`src/rtl/rptr_empty_sync.sv`:
```
// Read-side pointer, empty/almost-empty and fill-level logic for a dual-clock FIFO.
// Optional sticky underflow flag: define RPTR_UFLOW_EN.
module rptr_empty_sync #(
  parameter int ADDRSIZE    = 4,
  parameter int SYNC_STAGES = 2
) (
  input  logic                rclk,
  input  logic                rrst,
  input  logic                rinc,
  input  logic [ADDRSIZE:0]   wptr,
  input  logic [ADDRSIZE:0]   rae_thresh,
  output logic [ADDRSIZE-1:0] raddr,
  output logic [ADDRSIZE:0]   rptr,
  output logic                rempty,
  output logic                ralmost_empty,
  output logic [ADDRSIZE:0]   rlevel,
  output logic                runderflow
);

  logic [ADDRSIZE:0] sync_reg [SYNC_STAGES];
  logic [ADDRSIZE:0] rq_wptr;
  logic [ADDRSIZE:0] wqbin;
  logic [ADDRSIZE:0] rbin_reg;
  logic [ADDRSIZE:0] rptr_reg;
  logic [ADDRSIZE:0] rlevel_reg;
  logic              rempty_reg;
  logic              ralmost_empty_reg;
  logic              rd_en;
  logic [ADDRSIZE:0] rbin_next;
  logic [ADDRSIZE:0] rgray_next;
  logic [ADDRSIZE:0] level_next;

  // Write-pointer synchroniser: plain flop chain, nothing in front of stage 0.
  generate
    for (genvar gi = 0; gi < SYNC_STAGES; gi++) begin : g_sync
      always_ff @(posedge rclk or posedge rrst) begin
        if (rrst)
          sync_reg[gi] <= '0;
        else if (gi == 0)
          sync_reg[gi] <= wptr;
        else
          sync_reg[gi] <= sync_reg[(gi == 0) ? 0 : gi - 1];
      end
    end
  endgenerate

  assign rq_wptr = sync_reg[SYNC_STAGES-1];

  generate
    for (genvar gi = 0; gi <= ADDRSIZE; gi++) begin : g_g2b
      assign wqbin[gi] = ^rq_wptr[ADDRSIZE:gi];
    end
  endgenerate

  assign rd_en      = rinc & ~rempty_reg;
  assign rbin_next  = rbin_reg + {{ADDRSIZE{1'b0}}, rd_en};
  assign rgray_next = (rbin_next >> 1) ^ rbin_next;
  // Extra MSB on both pointers makes this difference exact up to a full FIFO.
  assign level_next = wqbin - rbin_next;

  always_ff @(posedge rclk or posedge rrst) begin
    if (rrst) begin
      rbin_reg          <= '0;
      rptr_reg          <= '0;
      rlevel_reg        <= '0;
      rempty_reg        <= 1'b1;
      ralmost_empty_reg <= 1'b1;
    end else begin
      rbin_reg          <= rbin_next;
      rptr_reg          <= rgray_next;
      rlevel_reg        <= level_next;
      rempty_reg        <= (rgray_next == rq_wptr);
      ralmost_empty_reg <= (level_next <= rae_thresh);
    end
  end

`ifdef RPTR_UFLOW_EN
  logic runderflow_reg;

  always_ff @(posedge rclk or posedge rrst) begin
    if (rrst)
      runderflow_reg <= 1'b0;
    else if (rinc && rempty_reg)
      runderflow_reg <= 1'b1;
  end

  assign runderflow = runderflow_reg;
`else
  assign runderflow = 1'b0;
`endif

  assign raddr         = rbin_reg[ADDRSIZE-1:0];
  assign rptr          = rptr_reg;
  assign rempty        = rempty_reg;
  assign ralmost_empty = ralmost_empty_reg;
  assign rlevel        = rlevel_reg;

  a_empty_level : assert property (@(posedge rclk) disable iff (rrst)
    rempty_reg == (rlevel_reg == '0));

endmodule

```
`config.mk`:
```
export PLATFORM = sky130hd
export DESIGN_NAME = rptr_empty_sync
export DESIGN_NICKNAME = d
export VERILOG_FILES = /design/src/rtl/rptr_empty_sync.sv
export SDC_FILE = /design/constraint.sdc
export NUM_CORES = 1
export LEC_CHECK = 0
export ABC_AREA = 1
export BUFFER_PORTS_ARGS = -buffer_cell sky130_fd_sc_hd__buf_4
export CAP_MARGIN = 20
export CORE_MARGIN = 5
export CORE_UTILIZATION = 52
export CTS_CLUSTER_DIAMETER = 50
export DETAILED_ROUTE_END_ITERATION = 10
export PLACE_DENSITY = 0.86
export SYNTH_ARGS = -nofsm -noshare
export SYNTH_HDL_FRONTEND = slang
export SYNTH_SLANG_ARGS = --single-unit
```
`constraint.sdc`:
```
create_clock -name rclk -period 3.08 [get_ports rclk]
set_input_delay 0.154 -clock rclk [delete_from_list [all_inputs] [get_ports rclk]]
set_output_delay 0.154 -clock rclk [all_outputs]
set_load 0.05 [all_outputs]
```
==> results.md <==
* PortBufs at 28
* Hold slack at approximately 0.029 ns
* Clock slew at reported path FFs at 0.13 ns
* Crit path kind: register to register
* Vias in the first global route at 1000
* GR Layer Usage met3 at 1.944%
* Max Cap Viol at 0
* FF+latch count, synth at 26
* Global routing's busiest layer: met2
* Clock Path Buffers at 2
* Post-CTS Setup Bufs at 0
* Final worst slack at between 0.2 and 0.3 ns
* Core area at 2455 um2
* CP endpoint kind: register
* Pwr dens at ~1100 nW/um2
* R2R depth at 11
* Outcome: complete, no violations
* Vias at approximately 1000
* Area after DPL at ~1600 um2
* CTS root buf: clkbuf_4
* GP Congestion at between 0.8 and 0.9
* Antenna Violating Nets Remaining at 0
* Gr usage total at approximately 15%
* Overflow after GRT at 0
* Post-Route WL at approximately 2300 um
* Layout cell share with drive strength beyond 1 at a little over a fifth
* Die Ht at a little over 60 um
* Vias per cell at ~4.8
* Grt met1 use at 18.32%
* Final Hold Viols at 0
* Relative slew slack at about two fifths
* IR Drop Worst-Case VDD at 0.0006985 V
* Syn Nets at approximately 170
* Num rows at 18
* Hold Path Class: primary input to asynchronous set/reset pin
* CP required at around 3.3 ns
* Post-synth top cells: 45 x nand2_1, 26 x inv_1, 24 x dfrtp_1
* Starting Density at 53.62%
* Number of flops mapped to enable cells by yosys at 0
* Synth top area share at a little under half
* Footprint of the multi-input gates at between 500 and 600 um2
* Post-CTS sizing at 0
* Mapped Cells at about 150
* Diodes inserted at 0
* Share of the yosys chip area belonging to registers at 49.62%
* Met2 Track Usage GR at between 20% and 30%
* Global-route wire length before repair at slightly above 4000 um
* Clk Latency, worst-skew pair at just over 0.3 ns
* Final instance area at ~1600 um2
* Critical Path AT at slightly above 3 ns
* DP HPWL at around 1800 um
* Primary FF master, synth: dfrtp_1
* Setup_tns at 0 ns
* Yosys warnings at 0
* Largest cells by area after synthesis: dfrtp_1 46%, nand2_1 13%, ha_1 9.5%, inv_1 7.4%, dfstp_2 4.0%
* Crit path largest cell delay at between 0.4 and 0.5 ns
* Die ar. at approximately 3600 um2
* Cell family with most CP delay: adder cells
* CTS Buf Count at 3
* Initial DRT Pass Iterations at 4
* Final setup vio count at 0
* Count of distinct cell types in the synthesized netlist at 19
* Initial antenna violation count at 0
* Synthesized area per cell at 9.078 um2
* Crit Path Max Fanout at 3
* Worst Setup Start Kind: register
* Place WS at ~0.27 ns
* Hold-fix buffers, CTS at 5
* Clock sinks at 26
* Register Area at around 650 um2
* CTS tree: yes
* Fill cell count at between 150 and 200
* Worst path cell trace: xor2_2 > xor2_2 > xor2_1 > ha_1 > fa_1 > o21ai_0 > xor2_1 > ha_1 > a21oi_1 > o221ai_1 > o21ai_0
* Count leader, synth: nand2_1
* Fin. max-slew vios at 0
* H-tree depth at 1
* Largest area contributor in the netlist: dfrtp_1
* Pleak at slightly above 0.9 nW
* DRC at 0
* Crit share post-route at between 90 and 100%
* Slowest cell on crit path: dfrtp_1
* Slew @ Worst Pin at between 0.9 and 1 ns
* WP depth at 11
* Area added between synthesis and finish at 24.05%
* Worst path bufs/invs at 0
* I/O Pins at 30
* Die X at between 60 and 70 um
* Peak Freq at between 300 and 400 MHz
* Minimum clock period at approximately 2.8 ns
* Final #Nets at between 200 and 250
* Clk_skew at between 0.003 and 0.004 ns
* Largest net degree at the start of global routing at 27
* WL/cell at 10.99 um
* Synthesized area at roughly 1300 um2
* Asr flop ratio synth at 100.0%
* Initial DRC Count at 38
* RSZ-0062 raised after global routing: no
==> worst paths after layout <==
kind / from / to / slack (ns)
hold / removal: rrst / sync_reg[6]$_DFF_PP0_ / 0.03
hold reg to reg: sync_reg[5]$_DFF_PP0_ / rq_wptr[0]$_DFF_PP0_ / 0.36
min in group rclk: rinc / rbin_reg[0]$_DFF_PP0_ / 0.24
setup / recovery: rq_wptr[4]$_DFF_PP0_ / ralmost_empty$_DFF_PP1_ / 0.26
setup reg to reg: rq_wptr[4]$_DFF_PP0_ / ralmost_empty$_DFF_PP1_ / 0.26
max in group asynchronous: rrst / rbin_reg[0]$_DFF_PP0_ / 2.49
==> layout make-up <==
class | count | area share [%]
Multi-Input combinational cell | 91 | 33.95
Tap cell | 30 | 2.299
Inverter | 27 | 6.207
Clock buffer | 4 | 1.609
Timing Repair Buffer | 33 | 15.94
Sequential cell | 26 | 40.00
==> cells by family after synthesis <==
group	count (synthesis)	share of synthesized area (%)
AO/OA/AOI/OAI	8	3.327
XOR/XNOR	10	8.365
adder cells (fa/ha/maj)	11	11.03
buffers and inverters	28	8.270
flip-flops	26	49.62
other	1	0.2849
AND/OR/NAND/NOR	61	19.11
==> stage by stage <==
stage	util, %	total power [W]	std cells
after global routing	66.51	0.002040	211
after global placement	63.40	0.001690	202
final	66.51	0.001871	211
after detailed placement	63.40	0.001734	202
after floorplan	-	0.001420	145
after CTS	66.51	0.001887	211
==> layer usage <==
layer / vias up / wire length (um)
met5: - / 0
met4: 0 / 20
met3: 2 / 86
met2: 20 / 1235
met1: 468 / 976
li1: 515 / -
==> cell usage in the layout (no fill, tap or decap) <==
| master | instances |
|---|---|
| a21oi_1 | 4 |
| xor2_1 | 4 |
| buf_4 | 28 |
| xor2_2 | 3 |
| clkbuf_4 | 3 |
| nand2_1 | 45 |
| nand3_2 | 1 |
| dfrtp_1 | 24 |
| ha_1 | 10 |
| o21ai_0 | 3 |
| nand3_1 | 9 |
| clkbuf_1 | 1 |
| inv_2 | 1 |
| o221ai_1 | 1 |
| dfstp_2 | 2 |
| conb_1 | 1 |
| xnor2_1 | 3 |
| inv_1 | 26 |
| nor2_1 | 4 |
| dlygate4sd3_1 | 5 |
| fa_1 | 1 |
| nand4_1 | 2 |
==> report_power, final <==
| part | total (W) | switching (W) | internal (W) |
|---|---|---|---|
| clock | 0.000144 | 0.0000936 | 0.0000506 |
| combinational | 0.00120 | 0.000807 | 0.000389 |
| sequential | 0.000530 | 0.0000682 | 0.000462 |
| total | 0.00187 | 0.000969 | 0.000902 |
No activity file was read; power rests on OpenSTA's default activity.
